`config.mk`:
```
export PLATFORM = sky130hd
export DESIGN_NAME = mem_port_arbiter
export DESIGN_NICKNAME = d
export VERILOG_FILES = /design/src/rtl/mem_port_arbiter.sv
export SDC_FILE = /design/constraint.sdc
export NUM_CORES = 1
export LEC_CHECK = 0
export ABC_AREA = 1
export BUFFER_PORTS_ARGS = -buffer_cell sky130_fd_sc_hd__buf_2
export CAP_MARGIN = 20
export CORE_ASPECT_RATIO = 0.8
export CORE_MARGIN = 4
export CORE_UTILIZATION = 52
export DETAILED_ROUTE_END_ITERATION = 6
export HOLD_SLACK_MARGIN = 0.1
export PLACE_DENSITY_LB_ADDON = 0.12
export SYNTH_ARGS = -nofsm -noshare
export SYNTH_HDL_FRONTEND = slang
export SYNTH_SLANG_ARGS = --single-unit
```
`constraint.sdc`:
```
create_clock -name clk -period 3.49 [get_ports clk]
set_input_delay 0.698 -clock clk [delete_from_list [all_inputs] [get_ports clk]]
set_output_delay 0.698 -clock clk [all_outputs]
set_load 0.02 [all_outputs]
```
`src/rtl/mem_port_arbiter.sv`:
```
// rtl/mem_port_arbiter.sv - shares one memory port between fetch and data requesters
module mem_port_arbiter #(
  parameter int ADDR_W       = 32,
  parameter int DATA_W       = 32,
  parameter int MAX_D_STREAK = 4,
  parameter int TIMEOUT      = 64
) (
  input  logic              clk,
  input  logic              rst_n,
  input  logic              i_req,
  input  logic [ADDR_W-1:0] i_addr,
  output logic [DATA_W-1:0] i_rdata,
  output logic              i_ack,
  output logic              i_stall,
  input  logic              d_req,
  input  logic              d_we,
  input  logic [ADDR_W-1:0] d_addr,
  input  logic [DATA_W-1:0] d_wdata,
  output logic [DATA_W-1:0] d_rdata,
  output logic              d_ack,
  output logic              d_stall,
  output logic              m_req,
  output logic              m_we,
  output logic [ADDR_W-1:0] m_addr,
  output logic [DATA_W-1:0] m_wdata,
  input  logic [DATA_W-1:0] m_rdata,
  input  logic              m_ack,
  output logic              err
);

  typedef enum logic [1:0] {IDLE, I_BUSY, D_BUSY, RESP} state_t;

  localparam logic [3:0] STREAK_MAX = 4'(MAX_D_STREAK);
  localparam logic [7:0] WDOG_LAST  = 8'(TIMEOUT - 1);

  state_t     state;
  logic [3:0] streak;
  logic [7:0] wdog;

  // Stalls follow the request directly so the core freezes in the same cycle it asks.
  assign i_stall = i_req & ~i_ack;
  assign d_stall = d_req & ~d_ack;

  // Arbitration, memory handshake, watchdog and response pulse in one registered FSM.
  always_ff @(posedge clk or negedge rst_n) begin
    if (!rst_n) begin
      state   <= IDLE;
      streak  <= '0;
      wdog    <= '0;
      m_req   <= 1'b0;
      m_we    <= 1'b0;
      m_addr  <= '0;
      m_wdata <= '0;
      i_rdata <= '0;
      d_rdata <= '0;
      i_ack   <= 1'b0;
      d_ack   <= 1'b0;
      err     <= 1'b0;
    end else begin
      case (state)
        IDLE: begin
          // Data wins unless it has already taken MAX_D_STREAK grants past a waiting fetch.
          if (d_req && (!i_req || streak < STREAK_MAX)) begin
            m_req   <= 1'b1;
            m_we    <= d_we;
            m_addr  <= d_addr;
            m_wdata <= d_wdata;
            wdog    <= '0;
            state   <= D_BUSY;
            streak  <= i_req ? streak + 4'd1 : 4'd0;
          end else if (i_req) begin
            m_req   <= 1'b1;
            m_we    <= 1'b0;
            m_addr  <= i_addr;
            m_wdata <= '0;
            wdog    <= '0;
            state   <= I_BUSY;
            streak  <= '0;
          end else begin
            streak  <= '0;
          end
        end
        I_BUSY, D_BUSY: begin
          if (m_ack) begin
            m_req <= 1'b0;
            state <= RESP;
            if (state == I_BUSY) begin
              i_rdata <= m_rdata;
              i_ack   <= 1'b1;
            end else begin
              d_rdata <= m_we ? '0 : m_rdata;
              d_ack   <= 1'b1;
            end
          end else if (wdog == WDOG_LAST) begin
            // Hung memory: abandon the access, complete with zero data and flag it.
            m_req <= 1'b0;
            err   <= 1'b1;
            state <= RESP;
            if (state == I_BUSY) begin
              i_rdata <= '0;
              i_ack   <= 1'b1;
            end else begin
              d_rdata <= '0;
              d_ack   <= 1'b1;
            end
          end else begin
            wdog <= wdog + 8'd1;
          end
        end
        RESP: begin
          // No arbitration here, so a still-held request cannot be re-granted this cycle.
          i_ack <= 1'b0;
          d_ack <= 1'b0;
          wdog  <= '0;
          state <= IDLE;
        end
        default: state <= IDLE;
      endcase
    end
  end

endmodule
```
==> impl_metrics.yaml <==
outcome:
  run_status: "complete, no violations"
cts:
  numCtsBuffers: 17
  cts_tree: "built"
  cts_sinks: 147
  cts_hold_buf: 0
  cts_buffer_depth: 2
  cts_setup_buffers: 0
  clk_pin_slew_ns: 0.06
  ctsResizeCount: 0
  insertion_delay_ns: 0.41
  cts_htree_levels: 4
  cts-root-buf: "clkbuf_16"
finish:
  layout_commonest_cell: "nand2_1"
  final_nets: 1191
  areaGrowthSynthToFinish_pct: 29.40
  final_cell_mix: "nand2_1 (302), buf_2 (267), dfrtp_1 (147)"
  drive_gt1_share_pct: 30.45
  insertedDiodeCount: 0
setup_path:
  cp_max_fo: 34
  arrival_ns: 2.83
  crit_type: "register to register"
  required_ns: 3.79
  setup.worst_path.start: "state[0]$_DFFE_PN0P_"
  reg2reg_depth: 7
  r2r_end: "d_rdata[16]$_DFFE_PN0P_"
  reg2reg_slack_ns: 0.96
  endpoint_kind: "register"
  reg2reg_from: "state[0]$_DFFE_PN0P_"
  cp-start-kind: "register"
floorplan:
  start_util_pct: 53.97
  dieArea_mm2: 0.01470
  rows: 36
  design.core.area_mm2: 0.01234
  die_h_um: 109.2
  die_w_um: 134.5
  io_pins: 269
place:
  dp_hpwl_um: 12810
  gp_congestion: 0.8353
  port_buffers: 268
  place_ws_ns: 0.9143
global_routing:
  grt_first_pass_wirelength_um: 28830
  antenna_found_initial: 0
  grt_max_degree: 78
  grt_pass1_vias: 5756
  track_usage_pct: 24.64
  grt.overflow.total: 0
routing:
  drc: 0
  drtAntennaViolNets: 0
  totalWireLength_um: 18300
  vias: 6353
  wl_per_cell_um: 14.82
  drtIter0Drc: 634
  viasPerCell: 5.144
  first_pass_iters: 5
sta:
  finalCriticalPeriod_ns: 2.528
  holdWs_ns: 0.3018
  drv_slew: 0
  period_share_pct: 72.43
  max_freq_mhz: 395.6
  clock_skew_ns: 0.01053
  fin_setup_tns_ns: 0
  tightest_slew_ns: 0.9746
  hold_viol_final: 0
  rsz0062_at_grt: "no"
  setup_ws_ns: 0.9622
  slew_headroom_pct: 34.63
  setup_viol: 0
synth:
  synth_edf_count: 0
  async_reset_ff_share_pct: 100.0
  yosysTopAreaCellShare_pct: 55.22
  seq_area_frac_synth_pct: 55.22
  ys_types: 26
  netlist_instances: 810
  syn_area_per_cell_um2: 8.224
  yosys_warnings: 0
  synth_seq_cells: 147
  syn_area_mm2: 0.006661
  yosys.area.top_type: "dfrtp_1"
  synth_area_leaders: "dfrtp_1 (55%), nand2_1 (17%), a21oi_1 (5.0%)"
  syn_nets: 950
  synthFlopType: "dfrtp_1"
flow_run:
  max_cap_viol_count: 0
power:
  internal_power_mw: 4.714
  power.switching_mw: 3.804
  power_density_mw_per_mm2: 988.2
  p_seq_share_pct: 33.9
  leakagePower_nw: 4.708
  vdd_drop_max_v: 0.0005206
  finalPower_mw: 8.518
  combPwrFrac_pct: 44.8
  p_clk_share_pct: 21.4
  p_sw_share_pct: 44.66
worst_hold_path:
  min_path_type: "input port to async pin"
-- synthesized netlist by cell type (3+ instances only) --
| cell type | n |
|---|---|
| clkbuf_1 | 21 |
| buf_4 | 6 |
| buf_1 | 4 |
| o21ai_1 | 5 |
| ha_1 | 6 |
| nand4_1 | 34 |
| dfrtp_1 | 147 |
| a21oi_1 | 67 |
| buf_2 | 19 |
| o21ai_0 | 37 |
| buf_6 | 6 |
| nand3_1 | 43 |
| nor2_2 | 3 |
| nor2_1 | 77 |
| inv_1 | 15 |
| nand2_4 | 3 |
| nand2_1 | 303 |
-- flip-flops by register name (all words and copies together) (netlist names), 2 cells and up, named ones only --
register / count
d_rdata: 32
i_rdata: 32
m_addr: 32
m_wdata: 32
state: 2
streak: 4
wdog: 8
-- through the flow --
| step | cells | area [µm²] | utilization (%) |
|---|---|---|---|
| 2_1_floorplan | 810 | 6661 | - |
| 3_3_place_gp | 1203 | 8016 | 64.95 |
| 3_5_place_dp | 1203 | 8016 | 64.95 |
| 4_1_cts | 1235 | 8620 | 69.84 |
| 5_1_grt | 1235 | 8620 | 69.84 |
| 6_report | 1235 | 8620 | 69.84 |
-- worst max path at each step --
stage                              endpoint  slack (ns)  cells after the start
finish              d_rdata[16]$_DFFE_PN0P_        0.96                      7
floorplan                           d_stall        1.79                      2
CTS                 d_rdata[16]$_DFFE_PN0P_        0.92                      7
detailed placement  d_rdata[16]$_DFFE_PN0P_        0.91                      7
global route        d_rdata[16]$_DFFE_PN0P_        0.69                      7
global placement    d_rdata[10]$_DFFE_PN0P_        1.01                      7
-- cell type report --
cell class                 count  area [µm²]
sequential                   147        3679
fill                        1051        3722
clock inverter                13       150.1
inverter                      19       71.32
timing repair buffer         278        1435
tap                          171       214.0
clock buffer                  19       452.9
multi-input combinational    588        2618
-- power groups by stage --
| stage | combinational [mW] | sequential, mW | clock [mW] |
|---|---|---|---|
| global route | 4.21 | 2.98 | 1.93 |
| floorplan | 1.72 | 3.76 | 0 |
| CTS | 3.85 | 2.88 | 1.85 |
| finish | 3.81 | 2.88 | 1.82 |
| detailed placement | 3.85 | 2.89 | 0 |
| global placement | 3.77 | 2.90 | 0 |
-- cell families after synthesis --
group	count (synthesis)	synth area share (%)
adders and majority gates	6	1.127
xor gates and xnor gates	1	0.1315
DFF	147	55.22
buffers and inverters	75	5.597
muxes	1	0.1503
AOI/OAI and AO/OA	113	8.659
and+or+nand+nor	467	29.11
-- critical path, stage by stage (launching register included) --
cell	delay [ns]
dfrtp_1	0.43
inv_1	0.09
ha_1	0.72
nand2_1	0.26
nand2_4	0.38
nand2_4	0.32
nand2_1	0.16
nand2_1	0.06
-- per-layer routing --
metal  global-route usage (%)  vias to the layer above  part of all wire (%)
met5                        0                        -                     0
met2                    38.88                      265                    47
met1                    34.48                     2950                    43
met3                    5.397                       28                   7.7
met4                    7.776                        0                   1.7
li1                         -                     3110                     -
Note: power is estimated with default switching activity, not from simulation.
